--- config.mk ---
export PLATFORM = sky130hd
export DESIGN_NAME = cmpgt_argmax
export DESIGN_NICKNAME = d
export VERILOG_FILES = /design/src/rtl/cmpgt_argmax.sv
export SDC_FILE = /design/constraint.sdc
export NUM_CORES = 1
export LEC_CHECK = 0
export CELL_PAD_IN_SITES_DETAIL_PLACEMENT = 2
export CELL_PAD_IN_SITES_GLOBAL_PLACEMENT = 2
export CORE_ASPECT_RATIO = 1.4
export CORE_MARGIN = 2
export CORE_UTILIZATION = 27
export DETAILED_ROUTE_END_ITERATION = 12
export PLACE_DENSITY_LB_ADDON = 0.15
export SYNTH_ARGS = -nofsm -noshare
export SYNTH_HDL_FRONTEND = slang
export SYNTH_SLANG_ARGS = --single-unit
--- constraint.sdc ---
create_clock -name clk -period 5 [get_ports clk]
set_input_delay 1.5 -clock clk [delete_from_list [all_inputs] [get_ports clk]]
set_output_delay 1.5 -clock clk [all_outputs]
set_load 0.05 [all_outputs]
--- src/rtl/cmpgt_argmax.sv ---
// Streaming arg-max: scans a frame of len words and reports the largest value
// and its first position, in unsigned or two's-complement order.
module cmpgt_argmax #(
  parameter int WIDTH = 16,
  parameter int LENW  = 8
) (
  input  logic             clk,
  input  logic             rst_n,
  input  logic             start,
  input  logic             is_signed,
  input  logic [LENW-1:0]  len,
  input  logic             in_valid,
  output logic             in_ready,
  input  logic [WIDTH-1:0] in_data,
  output logic             out_valid,
  input  logic             out_ready,
  output logic [WIDTH-1:0] out_max,
  output logic [LENW-1:0]  out_idx,
  output logic             out_empty,
  output logic             busy
);

  typedef enum logic [1:0] {
    S_IDLE = 2'd0,
    S_RUN  = 2'd1,
    S_DONE = 2'd2
  } state_t;

  state_t            r_state;
  state_t            w_next;
  logic              r_signed;
  logic [LENW-1:0]   r_len;
  logic [LENW-1:0]   r_cnt;
  logic [WIDTH-1:0]  r_max;
  logic [LENW-1:0]   r_idx;
  logic              r_empty;

  logic              w_start_ok;
  logic              w_accept;
  logic              w_last;
  logic [WIDTH-1:0]  w_key_in;
  logic [WIDTH-1:0]  w_key_max;
  logic              w_gt;

  assign w_start_ok = (r_state == S_IDLE) && start;
  assign w_accept   = (r_state == S_RUN) && in_valid;
  assign w_last     = w_accept && (r_cnt == r_len - LENW'(1));

  // Flipping the sign bit maps two's-complement order onto unsigned order,
  // so a single unsigned comparator serves both modes.
  assign w_key_in  = {in_data[WIDTH-1] ^ r_signed, in_data[WIDTH-2:0]};
  assign w_key_max = {r_max[WIDTH-1]   ^ r_signed, r_max[WIDTH-2:0]};
  assign w_gt      = w_key_in > w_key_max;

  // NOTE: sequential state uses non-blocking assignments so every register
  // samples pre-edge values regardless of process ordering.
  always_ff @(posedge clk or negedge rst_n) begin
    if (!rst_n) r_state <= S_IDLE;
    else        r_state <= w_next;
  end

  // NOTE: w_next gets its default before the case so no path leaves it
  // unassigned, which would otherwise infer a latch.
  always_comb begin
    w_next = r_state;
    case (r_state)
      S_IDLE:  if (start) w_next = (len == '0) ? S_DONE : S_RUN;
      S_RUN:   if (w_last) w_next = S_DONE;
      S_DONE:  if (out_ready) w_next = S_IDLE;
      default: w_next = S_IDLE;
    endcase
  end

  always_ff @(posedge clk or negedge rst_n) begin
    if (!rst_n) begin
      r_signed <= 1'b0;
      r_len    <= '0;
      r_cnt    <= '0;
      r_max    <= '0;
      r_idx    <= '0;
      r_empty  <= 1'b0;
    end else if (w_start_ok) begin
      r_signed <= is_signed;
      r_len    <= len;
      r_cnt    <= '0;
      r_empty  <= (len == '0);
      if (len == '0) begin
        r_max <= '0;
        r_idx <= '0;
      end
    end else if (w_accept) begin
      // Counter tops out at len, which always fits in LENW bits.
      r_cnt <= r_cnt + LENW'(1);
      if ((r_cnt == '0) || w_gt) begin
        r_max <= in_data;
        r_idx <= r_cnt;
      end
    end
  end

  assign in_ready  = (r_state == S_RUN);
  assign out_valid = (r_state == S_DONE);
  assign busy      = (r_state != S_IDLE);
  assign out_max   = r_max;
  assign out_idx   = r_idx;
  assign out_empty = r_empty;

endmodule

Yosys cells after proc, flatten, opt, wreduce, memory -nomap -nowiden --
Cells that the tools add are included. Widths: inputs -> output; s select.
Storage, ports and cells: register bits 44, output and inout bits 28, input bits 30
Cells by class: multiplexer cells 15, order comparisons 1, add/subtract/negate cells 2, bitwise logic cells 2, reductions and logical operators 12, equality and inequality tests 7
Operators by type and width (count):
- $mux 16 | 4
- $mux 8 | 6
- $gt 16x16->1 | 1
- $logic_not 8->1 | 2
- $add 8x1->8 const B | 1
- $eq 8x8->1 | 1
- $mux 2 | 4
- $sub 8x1->8 const B | 1
- $ne 2x1->1 const B | 3
- $pmux 2 s3 | 1
- $reduce_and 3->1 | 2
- $reduce_bool 2->1 | 3
- $logic_and 1x1->1 | 3
- $eq 2x1->1 const B | 1
- $eq 2x2->1 const B | 1
- $logic_not 2->1 | 1
- $ne 2x2->1 const B | 1
- $xor 1x1->1 | 2
- $logic_or 1x1->1 | 1

Logic depth before layout (Yosys ltp) --
word-level depth 6, gate-level depth with buffers 8, depth with buffers taken out 7

Least setup slack after synthesis --
Ideal clock, no wire load.
path kind input -> register, start point input port in_data[15], end point register r_idx[2], in the netlist out_idx[2], arrival 3.486 ns, setup slack 1.435 ns, required time 4.921 ns, stages on the path 8, buffers on the path 1, library setup time 0.079 ns, path through xor2_1 ha_1 nand4_2 or4_4 a21o_1 a31oi_4 buf_12 mux2i_1
On the way: word-level cells in the longest chain between the ends 5
Ends and longest elaborated chain:
- from (decl) | RTL line 14 | input logic [WIDTH-1:0] in_data,
- $xor 1x1->1 | RTL line 51 | assign w_key_in = {in_data[WIDTH-1] ^ r_signed, in_data[WIDTH-2:0]};
- $gt 16x16->1 | RTL line 53 | assign w_gt = w_key_in > w_key_max;
- $logic_or 1x1->1 | RTL line 94 | if ((r_cnt == '0) || w_gt) begin
- $reduce_bool 2->1 (no source line)
- $reduce_and 3->1 (no source line)
- to (signal assigned) | RTL line 96 | r_idx <= r_cnt;
- to (decl) | RTL line 35 | logic [LENW-1:0] r_idx;
Every way passes these cells. A chain may end at the register's enable or synchronous reset.

Final worst setup path --
start point input port in_data[15], end point register r_max[15], in the netlist out_max[15]
On the way: word-level cells in the longest chain between the ends 5, elaborated cells between the ends (all ways) 8, those cells by class 1 x order compare; 3 x mux; 1 x bitwise; 3 x reduce/logical
Ends and longest elaborated chain:
- $xor 1x1->1 | RTL line 51
- $gt 16x16->1 | RTL line 53
- $logic_or 1x1->1 | RTL line 94
- $reduce_bool 2->1 (no source line)
- $reduce_and 3->1 (no source line)
- to (signal assigned) | RTL line 95 | r_max <= in_data;
- to (decl) | RTL line 34 | logic [WIDTH-1:0] r_max;
Parallel ways exist; a longest one is shown, timed or not. The select of a mux whose other input is x is not followed.

==> results.json <==
{
  "outcome": "finished, final reports clean",
  "clkSlewWorstSetupHoldPaths_ns": 0.07,
  "clock_sink_count": 44,
  "hold_buffers": 0,
  "tns_ns": 0,
  "grt_busiest_layer": "met2",
  "tightest_slew_ns": 1.050,
  "dp.final_hpwl_um": 5479,
  "num_vias": 2128,
  "power_switching_uw": 1190,
  "syn-instance-count": 268,
  "average_size_of_a_mapped_cell_um2": 9.809,
  "ratio_of_cells_with_drive_above_1_in_the_final_layout_pct": 7.903,
  "place_congestion": 0.7130,
  "diodes": 0,
  "post_synth_instance_area_mm2": 0.002629,
  "max_cap_viol_count": 0,
  "power_frac_seq_pct": 27.7,
  "cp.arrival_ns": 4.06,
  "grtUsageMet2_pct": 28.88,
  "max-slew-margin-rel_pct": 30.00,
  "detail_route.iter0.violations": 36,
  "timing.final.crit_share_pct": 77.19,
  "yosys_most_used_dff": "sky130_fd_sc_hd__dfrtp_1",
  "clock_tree.buffer_depth": 2,
  "grt.met3_usage_pct": 2.184,
  "fin_util_pct": 36.61,
  "timing.hold.worst.class": "register to register",
  "critical_path_required_ns": 5.20,
  "die_w_um": 87.40,
  "drt-wirelength-per-cell_um": 16.59,
  "viasPerCell": 4.847,
  "final_antenna_net_count": 0,
  "post-cts-setup-buffer-count": 0,
  "clk_root_buffer_cell": "sky130_fd_sc_hd__clkbuf_16",
  "initial_utilization_pct": 27.79,
  "synth_cell_type_count": 37,
  "p_per_area_mw_per_mm2": 732.5,
  "report.power.total_uw": 2537,
  "setup-violations-final": 0,
  "floorplan.core_area_mm2": 0.009459,
  "vias_in_the_first_global_route": 2419,
  "groute.layer.met1.usage_pct": 16.86,
  "placementRows": 42,
  "clock-skew-final_ns": 0.005010,
  "cts_tree": "built",
  "async_flop_share_pct": 100.0,
  "timing.setup.critical_path_class": "input port to register",
  "postSynthRegisterBits": 44,
  "1st_pass_router_iterations": 2,
  "comb_power_share_pct": 57.6,
  "worstPathMaxFanout": 12,
  "hold-worst-slack_ns": 0.5307,
  "maxSlewViolCount": 0,
  "timing.fmax_mhz": 259.1,
  "grt_use_total_pct": 15.07,
  "insertion_delay_ns": 0.28,
  "drt_wl_total_um": 7285,
  "die-height_um": 120.8,
  "cts_made_buffers": 5,
  "die_area_mm2": 0.01055,
  "drc_errors": 0,
  "nets": 377,
  "final_hold_viol_count": 0,
  "synth_edf_count": 0,
  "setup.worst_path.start_class": "input port",
  "cellInternalPower_uw": 1347,
  "flow.area_growth_from_synthesis_pct": 31.75,
  "power.static_leakage_uw": 0.001599,
  "nFillCells": 1085,
  "grt_pass1_wl_um": 12290,
  "multi_input_comb_area_mm2": 0.001304,
  "grt_start_max_net_pins": 45,
  "clock_tree.htree_level_count": 2,
  "switching_share_pct": 46.91,
  "worstSetupEndpointType": "register",
  "overflow": 0,
  "cts_repair_resize_count": 0,
  "sequential_area_share_after_synthesis_pct": 41.88,
  "synth.yosys.warnings": 0,
  "period_minus_slack_ns": 3.860,
  "power.share.clock_pct": 14.8,
  "synthesis.nets": 317,
  "grt_setup_unrepaired": "false",
  "place.port_buffers": 57,
  "max-vdd-ir-drop_mv": 0.3538,
  "layout.area.seq_mm2": 0.001101,
  "pin_count": 58,
  "antenna_found_initial": 0
}
-- power by group through the flow --
stage	clock [uW]	sequential [uW]	combinational, uW
3_3_place_gp	0	708	1440
3_5_place_dp	0	713	1480
2_1_floorplan	0	1010	744
5_1_grt	405	735	1600
6_report	375	702	1460
4_1_cts	391	710	1490
-- metrics by stage --
step	area [um^2]	cells	worst slack [ns]
floorplan	2629	268	1.435
global placement	3296	431	0.9076
detailed placement	3296	431	0.8382
CTS	3463	439	1.104
global route	3463	439	1.001
finish	3463	439	1.140
-- worst max-delay path: stages --
cell                              delay (ns)
sky130_fd_sc_hd__clkdlybuf4s50_1        0.45
sky130_fd_sc_hd__xor2_1                 0.18
sky130_fd_sc_hd__ha_1                   0.35
sky130_fd_sc_hd__nand4_2                0.13
sky130_fd_sc_hd__or4_4                  0.55
sky130_fd_sc_hd__a21o_1                 0.20
sky130_fd_sc_hd__a31oi_4                0.18
sky130_fd_sc_hd__buf_4                  0.27
sky130_fd_sc_hd__mux2i_1                0.24
-- placed cells by master (no fill, tap or decap), types with 2 or more instances in the layout --
master / n
sky130_fd_sc_hd__xnor2_1: 13
sky130_fd_sc_hd__nand3_1: 2
sky130_fd_sc_hd__nand2_1: 35
sky130_fd_sc_hd__buf_4: 3
sky130_fd_sc_hd__mux2_2: 8
sky130_fd_sc_hd__nor3_1: 5
sky130_fd_sc_hd__a21oi_1: 10
sky130_fd_sc_hd__clkdlybuf4s50_1: 56
sky130_fd_sc_hd__mux2i_1: 24
sky130_fd_sc_hd__a311oi_1: 2
sky130_fd_sc_hd__inv_1: 44
sky130_fd_sc_hd__or4_1: 6
sky130_fd_sc_hd__dfrtp_1: 44
sky130_fd_sc_hd__o21ai_0: 6
sky130_fd_sc_hd__nand4_1: 5
sky130_fd_sc_hd__clkbuf_16: 5
sky130_fd_sc_hd__nor2_1: 13
sky130_fd_sc_hd__nor2b_1: 2
sky130_fd_sc_hd__xor2_1: 5
sky130_fd_sc_hd__ha_1: 19
-- cell families after synthesis --
family                     Yosys count  synth area share, %
DFF                                 44                41.88
and+or+nand+nor                     76                14.14
xor gates and xnor gates            18                5.997
buffers and inverters               51                8.520
AOI/OAI and AO/OA                   28                7.854
muxes                               32                12.57
adders and majority gates           19                9.043
-- synthesized netlist by cell type (2+ instances only) --
master / number / area [um^2]
sky130_fd_sc_hd__xor2_1: 5 / 43.79
sky130_fd_sc_hd__a21oi_1: 10 / 50.05
sky130_fd_sc_hd__clkbuf_1: 5 / 18.77
sky130_fd_sc_hd__mux2i_1: 24 / 240.2
sky130_fd_sc_hd__buf_12: 2 / 40.04
sky130_fd_sc_hd__o21ai_0: 6 / 30.03
sky130_fd_sc_hd__nor2b_1: 2 / 12.51
sky130_fd_sc_hd__xnor2_1: 13 / 113.9
sky130_fd_sc_hd__ha_1: 19 / 237.7
sky130_fd_sc_hd__or4_1: 6 / 45.04
sky130_fd_sc_hd__nand2_1: 35 / 131.4
sky130_fd_sc_hd__inv_1: 44 / 165.2
sky130_fd_sc_hd__nand3_1: 2 / 10.01
sky130_fd_sc_hd__nand4_1: 5 / 31.28
sky130_fd_sc_hd__mux2_2: 8 / 90.09
sky130_fd_sc_hd__nor3_1: 5 / 25.02
sky130_fd_sc_hd__dfrtp_1: 44 / 1101
sky130_fd_sc_hd__a311oi_1: 2 / 17.52
sky130_fd_sc_hd__nor2_1: 13 / 48.80
-- path summary, 6_finish.rpt --
| check | startpoint | to | slack (ns) | cells past startpoint |
|---|---|---|---|---|
| max | in_data[15] | out_max[15]$_DFFE_PN0P_ | 1.14 | 9 |
| min | out_empty$_DFFE_PN0P_ | out_empty$_DFFE_PN0P_ | 0.53 | 2 |
| max reg2reg | r_len[2]$_DFFE_PN0P_ | r_state[0]$_DFFE_PN0P_ | 2.35 | 5 |
| min reg2reg | out_empty$_DFFE_PN0P_ | out_empty$_DFFE_PN0P_ | 0.53 | 2 |
| max in group asynchronous | rst_n | r_cnt[1]$_DFFE_PN0P_ | 2.95 | 1 |
| min in group asynchronous | rst_n | r_state[1]$_DFFE_PN0P_ | 1.41 | 1 |
-- sequential cells by signal (all words and copies together) (netlist names) --
name,count
out_max,16
out_idx,8
r_cnt,8
r_len,8
r_state,2
out_empty,1
r_signed,1
-- metal layers --
| metal | share of wire [%] | vias up |
|---|---|---|
| met5 | 0 | - |
| met4 | 1.1 | 0 |
| met3 | 2.2 | 7 |
| met2 | 58 | 33 |
| met1 | 39 | 1079 |
| li1 | - | 1009 |
-- cell type report --
cell class | instances | area share, %
inverter | 44 | 4.769
clock buffer | 5 | 3.613
timing repair buffer | 60 | 16.98
tap | 110 | 3.974
sequential | 44 | 31.79
clock inverter | 3 | 1.228
multi-input combinational | 173 | 37.64
Power figures use the tool's default switching activity.
